<file path="config.mk">
export PLATFORM = sky130hd
export DESIGN_NAME = fifo_rd_stream
export DESIGN_NICKNAME = d
export VERILOG_FILES = /design/src/rtl/fifo_rd_pkg.sv /design/src/rtl/rd_stream_buf.sv /design/src/rtl/fifo_rd_stream.sv
export SDC_FILE = /design/constraint.sdc
export NUM_CORES = 1
export LEC_CHECK = 0
export ABC_AREA = 1
export BUFFER_PORTS_ARGS = -buffer_cell sky130_fd_sc_hd__buf_2
export CAP_MARGIN = 20
export CORE_ASPECT_RATIO = 1.4
export CORE_MARGIN = 2
export CORE_UTILIZATION = 55
export DETAILED_ROUTE_END_ITERATION = 7
export GPL_ROUTABILITY_DRIVEN = 0
export GPL_TIMING_DRIVEN = 0
export PLACE_DENSITY = 0.78
export SETUP_SLACK_MARGIN = 0.4
export SLEW_MARGIN = 30
export SYNTH_ARGS = -nofsm -noshare
export SYNTH_HDL_FRONTEND = slang
export SYNTH_SLANG_ARGS = --single-unit
export TNS_END_PERCENT = 30
</file>
<file path="constraint.sdc">
create_clock -name r_clk -period 1.86 [get_ports r_clk]
set_input_delay 0.372 -clock r_clk [delete_from_list [all_inputs] [get_ports r_clk]]
set_output_delay 0.372 -clock r_clk [all_outputs]
set_load 0.1 [all_outputs]
</file>
<file path="src/rtl/fifo_rd_pkg.sv">
// fifo_rd_pkg: shared FSM encoding and default widths for the FIFO read-side streamer
//   rd_state_e      : IDLE / RUN / STOP
//   FIFO_DATA_WIDTH : default word width, matches the FIFO memory
//   RD_CNT_WIDTH    : default delivered-word counter width
package fifo_rd_pkg;
    typedef enum logic [1:0] {IDLE, RUN, STOP} rd_state_e;
    localparam int FIFO_DATA_WIDTH = 8;
    localparam int RD_CNT_WIDTH = 32;
endpackage

</file>
<file path="src/rtl/rd_stream_buf.sv">
// rd_stream_buf: circular output buffer between the FIFO memory read port and the stream
//   clk, rst  : clock, synchronous active-high reset
//   push      : capture push_data at the tail (never asserted while full)
//   pop       : release the head entry
//   occ       : number of stored entries, 0..DEPTH
//   head_data : oldest stored entry (0 after reset)
module rd_stream_buf
    import fifo_rd_pkg::*;
#(
    parameter int DATA_WIDTH = FIFO_DATA_WIDTH,
    parameter int DEPTH = 4,
    localparam int PW = (DEPTH > 1) ? $clog2(DEPTH) : 1,
    localparam int OW = $clog2(DEPTH + 1)
) (
    input  logic                  clk,
    input  logic                  rst,
    input  logic                  push,
    input  logic [DATA_WIDTH-1:0] push_data,
    input  logic                  pop,
    output logic [OW-1:0]         occ,
    output logic [DATA_WIDTH-1:0] head_data
);
    logic [DATA_WIDTH-1:0] mem_q [DEPTH];
    logic [DATA_WIDTH-1:0] mem_d [DEPTH];
    logic [PW-1:0] head_q, head_d, tail_q, tail_d;
    logic [OW-1:0] occ_q, occ_d;

    // pointers wrap explicitly so non-power-of-two depths work
    function automatic logic [PW-1:0] wrap_inc(input logic [PW-1:0] p);
        return (p == PW'(DEPTH - 1)) ? '0 : p + 1'b1;
    endfunction

    always_comb begin
        mem_d = mem_q;
        if (push) mem_d[tail_q] = push_data;
        head_d = pop ? wrap_inc(head_q) : head_q;
        tail_d = push ? wrap_inc(tail_q) : tail_q;
        occ_d = occ_q + OW'(push) - OW'(pop);
    end

    always_ff @(posedge clk) begin
        if (rst) begin
            mem_q <= '{default: '0};
            head_q <= '0;
            tail_q <= '0;
            occ_q <= '0;
        end else begin
            mem_q <= mem_d;
            head_q <= head_d;
            tail_q <= tail_d;
            occ_q <= occ_d;
        end
    end

    assign occ = occ_q;
    assign head_data = mem_q[head_q];
endmodule

</file>
<file path="src/rtl/fifo_rd_stream.sv">
// fifo_rd_stream: read-domain consumer that drains the async FIFO memory onto a valid/ready stream
//   r_clk, r_rst         : read clock, synchronous active-high reset
//   rd_enable            : permission to drain the FIFO
//   empty                : FIFO empty flag, already synchronized to r_clk
//   rd_data, read_error  : FIFO memory data_out (one-cycle registered latency) and error flag
//   r_en                 : read enable to the FIFO memory
//   out_valid, out_data, out_ready : output stream
//   busy                 : FSM not idle
//   rd_count             : words accepted downstream (wraps)
//   err_sticky           : read_error seen since reset
module fifo_rd_stream
    import fifo_rd_pkg::*;
#(
    parameter int DATA_WIDTH = FIFO_DATA_WIDTH,
    parameter int BUF_DEPTH = 4,
    parameter int CNT_WIDTH = RD_CNT_WIDTH
) (
    input  logic                  r_clk,
    input  logic                  r_rst,
    input  logic                  rd_enable,
    input  logic                  empty,
    input  logic [DATA_WIDTH-1:0] rd_data,
    input  logic                  read_error,
    output logic                  r_en,
    output logic                  out_valid,
    output logic [DATA_WIDTH-1:0] out_data,
    input  logic                  out_ready,
    output logic                  busy,
    output logic [CNT_WIDTH-1:0]  rd_count,
    output logic                  err_sticky
);
    localparam int OW = $clog2(BUF_DEPTH + 1);

    rd_state_e state_q, state_d;
    logic inflight_q, inflight_d;
    logic [CNT_WIDTH-1:0] rd_count_q, rd_count_d;
    logic err_q, err_d;
    logic [OW-1:0] occ;
    logic pop;

    assign out_valid = (occ != '0);
    assign pop = out_valid && out_ready;

    always_comb begin
        // STOP lingers only while the last issued read is still on its way back
        state_d = rd_enable ? RUN
                : (state_q == RUN) ? STOP
                : (state_q == STOP && inflight_q) ? STOP : IDLE;
        // counting the in-flight word reserves its slot, so a read never lands on a full buffer
        r_en = (state_q == RUN) && !empty && ((occ + OW'(inflight_q)) < OW'(BUF_DEPTH));
        inflight_d = r_en;
        rd_count_d = rd_count_q + CNT_WIDTH'(pop);
        err_d = err_q | read_error;
    end

    always_ff @(posedge r_clk) begin
        if (r_rst) begin
            state_q <= IDLE;
            inflight_q <= 1'b0;
            rd_count_q <= '0;
            err_q <= 1'b0;
        end else begin
            state_q <= state_d;
            inflight_q <= inflight_d;
            rd_count_q <= rd_count_d;
            err_q <= err_d;
        end
    end

    rd_stream_buf #(
        .DATA_WIDTH(DATA_WIDTH),
        .DEPTH(BUF_DEPTH)
    ) u_buf (
        .clk(r_clk),
        .rst(r_rst),
        .push(inflight_q),
        .push_data(rd_data),
        .pop(pop),
        .occ(occ),
        .head_data(out_data)
    );

    assign busy = (state_q != IDLE);
    assign rd_count = rd_count_q;
    assign err_sticky = err_q;
endmodule

</file>
# --- Word level (Yosys, flattened, before mapping) ---
# Cells that the tools add are included.
word_totals:
  ramBits: 0
  rom_bits: 0
  wordCells: 48
  latch_bits: 0
  in_bits: 14
  n_memories: 0
  reg_bits: 75
classes:
  div: 0
  addsub: 5
  n_reduce_logical: 9
  magnitude_cmp: 4
  bitwise_logic: 3
  n_mul: 0
  n_eq_ne: 4
  n_shift: 0
  n_mux: 11
ops:
  columns: ["cell", "count"]
  rows:
  - ["32-bit by 1-bit adder with 32-bit output", 1]
  - ["32-bit bitwise mux", 1]
  - ["8-bit two-way mux", 3]
  - ["8-bit binary-select mux with 2-bit select", 1]
  - ["8-bit demux with 2-bit select", 1]
  - ["2-bit two-way mux", 4]
  - ["2-bit == test, second input constant", 3]
  - ["3-bit greater-or-equal comparator, second input constant", 2]
  - ["2-bit inverter with 3-bit output", 2]
  - ["1-bit logical AND", 5]
  - ["2-bit by 1-bit adder with 2-bit output, second input constant", 2]
  - ["3-bit by 1-bit adder with 3-bit output", 1]
  - ["3-bit by 1-bit < comparator with 1-bit output, second input constant", 1]
  - ["3-bit < comparator, second input constant", 1]
  - ["3-bit nonzero test", 1]
  - ["3-bit by 1-bit subtractor with 3-bit output", 1]
  - ["2-bit by 1-bit == test with 1-bit output, second input constant", 1]
  - ["2-bit nonzero test", 1]
  - ["2-bit OR reduction", 1]
  - ["1-bit zero test", 1]
  - ["1-bit two-way mux", 1]
  - ["1-bit OR", 1]

# --- Logic depth before layout (Yosys ltp) ---
# Gate-level depths: netlist of the first run.
depth:
  word_depth: 6
  depth_mapped: 14

# --- Modules after synthesis ---
# A second synthesis of the first run with hierarchy kept.
hier_totals:
  cells_unflattened: 510
  hier_area_um2: 3528.4
by_module_without_submodules:
  columns: ["module", "cells_per_inst", "n_inst", "area_each_um2", "seq_area_each_um2"]
  rows:
  - ["fifo_rd_stream", 271, 1, 1805.5, 720.7]
  - ["rd_stream_buf", 239, 1, 1722.9, 780.7]

# --- Worst setup path after synthesis of the first run ---
# Ideal clock, no wire load.
synth_timing:
  path_type: "register to output"
  start: "reg inflight_q"
  end: "out r_en"
  arrival_ns: 2.882
  setup_slack_ns: -1.394
  stages_incl_launch_ff: 5
  n_path_buf: 0
  t_required_ns: 1.488
  cell_sequence: "dfxtp_1 > ha_1 > ha_1 > xor2_1 > nor3_1"
synth_between:
  elab_chain_cells: 3
synth_rtl:
  columns: ["element", "line_no", "text"]
  rows:
  - ["start: declaration", "fifo_rd_stream.sv:35", "logic inflight_q, inflight_d;"]
  - ["start signal: assignment", "fifo_rd_stream.sv:64", "inflight_q <= inflight_d;"]
  - ["3-bit by 1-bit adder with 3-bit output", "fifo_rd_stream.sv:50", "r_en = (state_q == RUN) && !empty && ((occ + OW'(inflight_q)) < OW'(BUF_DEPTH));"]
  - ["3-bit < comparator", "fifo_rd_stream.sv:50", null]
  - ["1-bit logical AND", "fifo_rd_stream.sv:50", null]
  - ["end: declaration", "fifo_rd_stream.sv:24", "output logic r_en,"]
# No other way between the ends.

# --- Final worst setup path of the first run ---
layout_timing:
  start: "reg u_buf.occ_q[0], in the netlist u_buf.occ[0]"
  end: "out r_en"
layout_between:
  elab_chain_cells: 3
layout_rtl:
  columns: ["element", "line_no", "text"]
  rows:
  - ["start: declaration", "rd_stream_buf.sv:26", "logic [OW-1:0] occ_q, occ_d;"]
  - ["start signal: assignment", "rd_stream_buf.sv:46", "occ_q <= '0;"]
  - ["start signal: assignment", "rd_stream_buf.sv:51", "occ_q <= occ_d;"]
  - ["3-bit by 1-bit adder with 3-bit output", "fifo_rd_stream.sv:50", null]
  - ["3-bit < comparator", "fifo_rd_stream.sv:50", null]
  - ["1-bit logical AND", "fifo_rd_stream.sv:50", null]
# No other way between the ends.

==> results of run 1 <==
==> flip-flops by register name (all words and copies together), names as in the netlist <==
signal	flops
u_buf.occ	3
state_q	2
u_buf.mem_q	32
inflight_q	1
u_buf.head_q	2
u_buf.tail_q	2
err_sticky	1
rd_count	32
==> power breakdown <==
group | switching [W] | internal [W] | total (W) | leakage, nW
Clock | 0.000599 | 0.000773 | 0.00137 | 0.111
Combinational | 0.00187 | 0.00111 | 0.00298 | 1.25
Sequential | 0.000127 | 0.00171 | 0.00184 | 0.623
==> cell usage in the layout (no fill, tap or decap), types with 14 or more instances in the layout <==
master / synthesis / final
a21oi_1: 22 / 21
nor2_4: 9 / 20
buf_4: 1 / 29
dfxtp_1: 75 / 44
nor2_1: 155 / 136
nand2_1: 75 / 67
inv_1: 27 / 21
o21ai_1: 0 / 15
o21ai_0: 53 / 35
buf_2: 3 / 14
dfxtp_2: 0 / 27
==> metal layers <==
layer	routed length, µm	vias to the layer above	GRT usage [%]
met5	0	-	0
met4	306	0	14.9
met3	340	26	5.62
met1	3570	1583	27.8
met2	5520	96	51.6
li1	-	1749	-
==> area by class of cell <==
cell class | count | share of cell area [%]
inverters | 30 | 2.59
multi-input cells | 379 | 45.8
clock inverters | 3 | 0.839
well taps | 72 | 1.78
clock buffers | 13 | 3.55
repair inverters | 1 | 0.123
repair buffers | 63 | 12.8
plain buffers | 11 | 1.97
flip-flops and latches | 75 | 30.6
==> worst max-delay path, cell delays in order, from the launching register on <==
cell and delay (ps):
dfxtp_2 340, ha_4 160, ha_4 160, xor2_4 170, nor3_4 180, buf_12 210
==> repair_timing <==
action,CTS,global route
setup buffers,2,1
gates cloned,2,2
gates resized for setup,112,42
pin swaps,9,9
endpoints found under the setup margin,73,68
==> final timing paths <==
kind,endpoint,slack (ps),cells after the start
min,state_q[1],200,2
min reg2reg,err_sticky,480,2
max reg2reg,rd_count[11],70,11
max,r_en,-90,5
==> logic make-up after synthesis <==
group                    Yosys count  synth area share (%)
AND/OR/NAND/NOR                  274                  34.2
AO/OA/AOI/OAI                     87                  12.9
flip-flops                        75                  42.6
buffers and inverters             41                  4.58
adder cells (fa/ha/maj)           11                  3.91
XOR/XNOR                           7                  1.74
==> through the flow <==
step / cells / util [%] / cell area (µm²) / hold slack [ps]
6_report: 647 / 81.6 / 5070 / 195
5_1_grt: 647 / 81.6 / 5070 / 178
4_1_cts: 644 / 78.5 / 4880 / 184
3_5_place_dp: 624 / 68.9 / 4280 / 450
3_3_place_gp: 624 / 68.9 / 4280 / 441
2_1_floorplan: 495 / - / 3900 / 450
==> summary.md, run 1 <==
| Metric | Value |
|---|---|
| Status | `finished with violations` |
| Failing checks | `setup timing` |
| Clock transition at path regs | `80 ps` |
| Fmax | `513 MHz` |
| Worst Path Arrival | `1580 ps` |
| DR DRC count | `0` |
| Port bufs | `57` |
| Rows | `34` |
| R2R Path Start | `u_buf.occ[1]` |
| Drt total wl | `9740 µm` |
| Post-synthesis register bit count | `75` |
| Fill cell count | `412` |
| Pwr Density | `1220 nW/µm²` |
| CTS hold repair buffers | `0` |
| Max-cap violation count | `0` |
| Syn nets | `520` |
| CTS Buffer Depth | `2` |
| Worst-skew pair later-pin latency | `350 ps` |
| Vias per cell | `5.34` |
| Multi-input gate area | `2320 µm²` |
| Worst setup margin | `-89.4 ps` |
| # setup viols final | `2` |
| Top cell type by total area after synthesis | `dfxtp_1` |
| Worst VDD drop | `1.11 mV` |
| Vert. Die Dim | `98.7 µm` |
| Max H-tree Level | `3` |
| Nets | `595` |
| Worst-Margin Slew | `610 ps` |
| Gr usage total | `27.6%` |
| Crit Path Max Fanout | `3` |
| Dpl hpwl | `6480 µm` |
| Critical path required time | `1490 ps` |
| Post-synth EDFFs | `0` |
| Core Region | `6210 µm²` |
| Worst Hold Class | `in2reg` |
| Cell with the most instances after synthesis | `nor2_1` |
| Initial DRC Count | `189` |
| CTS tree | `built` |
| Clock buffer count from CTS | `9` |
| Async S/R FF share, synth | `0%` |
| Top Ports | `58` |
| Worst-case headroom to the max-slew limit | `59.3%` |
| Netlist cell types | `28` |
| Hold_sp | `rd_enable` |
| Post-synth top cells | `nor2_1, dfxtp_1, nand2_1` |
| Total congestion overflow | `0` |
| Tmin final | `1950 ps` |
| Vias in the first global route | `3496` |
| Crit path launch type | `register` |
| Pwr Total | `0.00619 W` |
| Total negative slack | `-115 ps` |
| Routed wire per std cell | `15.1 µm` |
| Final worst-path cycle share | `105%` |
| Worst setup EP type | `primary output` |
| Initial Utilization | `56.7%` |
| Syn Inst Count | `495` |
| Synthesized area per cell | `7.12 µm²` |
| Sequential cell area | `1550 µm²` |
| Final hold vios | `0` |
| Max-slew violations | `0` |
| Antenna cell count | `0` |
| Yosys warnings | `0` |
| Synthesized cell area | `3520 µm²` |
| Root Buffer | `clkbuf_8` |
| CP startpoint | `u_buf.occ[0]` |
| Post-synthesis sequential area ratio | `42.6%` |
| Largest net degree at the start of global routing | `13` |
| Die Span X | `71.6 µm` |
| Crit path kind | `reg2out` |
| Setup repair after global routing missed its margin | `true` |
| Share of layout cells above drive strength 1 | `35.5%` |
| Num Clock Sinks | `75` |
| Wire length of the first global-routing pass | `15300 µm` |
| Routed Antenna Nets | `0` |
| Initial antenna violation count | `0` |
| First-pass DRT Iterations | `4` |
| Most used flip-flop cell after synthesis | `dfxtp_1` |
| Leak | `1.99 nW` |
| Area growth, synth to finish | `43.9%` |
| Die ar. | `7070 µm²` |
| Via count | `3454` |
| Pre-CTS setup slack | `71.5 ps` |
| Yosys top cell area share | `42.6%` |
| Synth area leaders | `dfxtp_1, nor2_1, nand2_1, o21ai_0, ha_1` |
| Skew final | `7.04 ps` |
Power figures use the tool's default switching activity.
==> run 2: changes to the inputs <==
--- a/config.mk
+++ b/config.mk
@@ -5,7 +5,7 @@
 export SDC_FILE = /design/constraint.sdc
 export NUM_CORES = 1
 export LEC_CHECK = 0
-export ABC_AREA = 1
+export ABC_AREA = 0
 export BUFFER_PORTS_ARGS = -buffer_cell sky130_fd_sc_hd__buf_2
 export CAP_MARGIN = 20
 export CORE_ASPECT_RATIO = 1.4
==> run 2 against run 1 <==
Against the previous run: clock-buffer cell count fell by 1; worst hold slack got worse by 12 ps; worst setup slack worse by 300 ps; global-route usage rose by 0.87 points; routed wire length up 5.8%; synthesized cell count is 22% lower; sequential cell count stayed put; register-to-register slack got worse by 460 ps; sequential power is 6% lower; critical endpoint is now rd_count[26]; the run still ends with setup timing left.
==> summary.md, run 2 <==
| Metric | Value |
|---|---|
| Tmin final | `2250 ps` |
| Commonest non-fill, non-tap cell in the layout | `buf_4` |
| Total congestion overflow | `0` |
| Worst VDD drop | `0.819 mV` |
| Multi-input gate area | `2010 µm²` |
| Hold_sp | `rd_enable` |
| Core Region | `5900 µm²` |
| Drt total wl | `10300 µm` |
| Antenna cell count | `0` |
| Total negative slack | `-4470 ps` |
| Nets | `513` |
| Max-cap violation count | `0` |
| DR DRC count | `0` |
| Dpl hpwl | `5720 µm` |
| Worst-Margin Slew | `642 ps` |
| Gr usage total | `28.5%` |
| R2R Path Start | `u_buf.occ[0]` |
| Status | `finished with violations` |
| Top Ports | `58` |
| Crit Path Max Fanout | `7` |
| Worst Path Arrival | `2540 ps` |
| Post-synth top cells | `dfxtp_1, nand2_1, a21oi_1` |
| Leak | `1.87 nW` |
| Failing checks | `setup timing` |
| Worst Hold Class | `in2reg` |
| Worst setup EP type | `register` |
| Vias in the first global route | `3270` |
| Max H-tree Level | `3` |
| CP startpoint | `u_buf.occ[0]` |
| Initial DRC Count | `235` |
| Skew final | `7.09 ps` |
| Cell with the most instances after synthesis | `dfxtp_1` |
| Port bufs | `56` |
| Fmax | `444 MHz` |
| Pre-CTS setup slack | `-555 ps` |
| Final core utilization | `83.1%` |
| Initial Utilization | `57.1%` |
| Most used flip-flop cell after synthesis | `dfxtp_1` |
| Via count | `3331` |
| Final hold vios | `0` |
| Vert. Die Dim | `96.7 µm` |
| Routed Antenna Nets | `0` |
| Die ar. | `6780 µm²` |
| Rows | `33` |
| Post-synthesis sequential area ratio | `44.5%` |
| Sequential cell area | `1570 µm²` |
| Async S/R FF share, synth | `0%` |
| Initial antenna violation count | `0` |
| Largest net degree at the start of global routing | `14` |
| Post-synth EDFFs | `0` |
| # setup viols final | `33` |
| Syn nets | `412` |
| Fill cell count | `323` |
| Top cell type by total area after synthesis | `dfxtp_1` |
| Worst-skew pair later-pin latency | `360 ps` |
| CTS tree | `built` |
| Clock buffer count from CTS | `9` |
| Worst setup margin | `-391 ps` |
| Crit path kind | `reg2reg` |
| Max-slew violations | `0` |
| Clock transition at path regs | `80 ps` |
| Crit path launch type | `register` |
| First-pass DRT Iterations | `5` |
| Critical path required time | `2150 ps` |
| Syn Inst Count | `387` |
| Num Clock Sinks | `75` |
| Worst-case headroom to the max-slew limit | `57.2%` |
| Netlist cell types | `37` |
| Root Buffer | `clkbuf_8` |
| Area growth, synth to finish | `45.4%` |
| Post-synthesis register bit count | `75` |
| Vias per cell | `5.92` |
| Synthesized cell area | `3370 µm²` |
| Pwr Total | `0.00483 W` |
| Final cell count without fillers | `563` |
| Wire length of the first global-routing pass | `15400 µm` |
| Share of layout cells above drive strength 1 | `42.6%` |
| CTS Buffer Depth | `2` |
| Final worst-path cycle share | `121%` |
| Yosys top cell area share | `44.5%` |
| Synthesized area per cell | `8.72 µm²` |
| Routed wire per std cell | `18.3 µm` |
| Most frequent cells in the layout | `buf_4, nand2_1, a21oi_1, dfxtp_1, nand3_1` |
| Pwr Density | `984 nW/µm²` |
| Synth area leaders | `dfxtp_1, a21oi_1, nand3_1, nand2_1, mux4_2` |
| Placed Instances | `513` |
| Setup repair after global routing missed its margin | `true` |
| Die Span X | `70.2 µm` |
| Yosys warnings | `0` |
-- run 2: cells by family (layout without fill, tap and decap cells) --
family	count (synthesis)	in the layout	synth area share, %
simple gates	175	175	26.0
fa+ha+maj	11	11	4.08
compound gates	59	59	9.72
mux	15	15	7.60
flops	75	75	44.5
buf+inv	37	143	4.19
xor+xnor	15	15	3.89
-- run 2: timing repair --
action | in CTS | in global routing
setup endpoints to repair | 109 | 86
endpoints found under the hold margin | 0 | 0
setup buffers | 22 | 10
hold buffers | 0 | 0
gates resized for setup | 105 | 40
pin swaps | 28 | 19
gates cloned | 2 | 0
-- run 2: worst paths after layout --
| check | end | slack [ps] | depth (start not counted) |
|---|---|---|---|
| max reg2reg | rd_count[26] | -390 | 10 |
| min | state_q[1] | 180 | 2 |
| max | rd_count[26] | -390 | 10 |
| min reg2reg | u_buf.mem_q[15] | 460 | 2 |
-- run 2: stage by stage --
| stage | hold slack, ps | area (µm²) |
|---|---|---|
| floorplan | 433 | 3510 |
| global placement | 439 | 3870 |
| detailed placement | 445 | 3870 |
| CTS | 170 | 4680 |
| global route | 175 | 4910 |
| finish | 184 | 4910 |
-- run 2: final cells by class --
| type | count | area share (%) |
|---|---|---|
| plain buffers | 23 | 2.88 |
| clock buffers | 12 | 4.06 |
| clock inverters | 4 | 1.50 |
| inverters | 14 | 1.12 |
| multi-input cells | 275 | 40.9 |
| flip-flops and latches | 75 | 32.0 |
| well taps | 70 | 1.79 |
| repair buffers | 90 | 15.8 |
-- run 2: power by group --
| group | internal (W) | total (W) | leakage, nW | switching [W] |
|---|---|---|---|---|
| clock | 0.00100 | 0.00166 | 0.138 | 0.000654 |
| combinational | 0.000623 | 0.00144 | 1.11 | 0.000814 |
| sequential | 0.00168 | 0.00173 | 0.625 | 0.0000595 |
| total | 0.00330 | 0.00483 | 1.87 | 0.00153 |
-- run 2: layer usage --
metal | track usage [%] | vias up | wire (µm)
met5 | 0 | - | 0
li1 | - | 1560 | -
met4 | 13.8 | 0 | 393
met1 | 31.7 | 1609 | 3740
met3 | 6.04 | 35 | 531
met2 | 50.6 | 127 | 5640
-- run 2: worst max-delay path, cell delays in order (launching register included) --
cell and delay (ps):
dfxtp_2 340, or3_4 130, nand2_4 50, inv_4 60, ha_4 140, ha_4 130, nand4_1 150, or4_4 470
buf_8 150, or4_4 410, a21oi_2 150
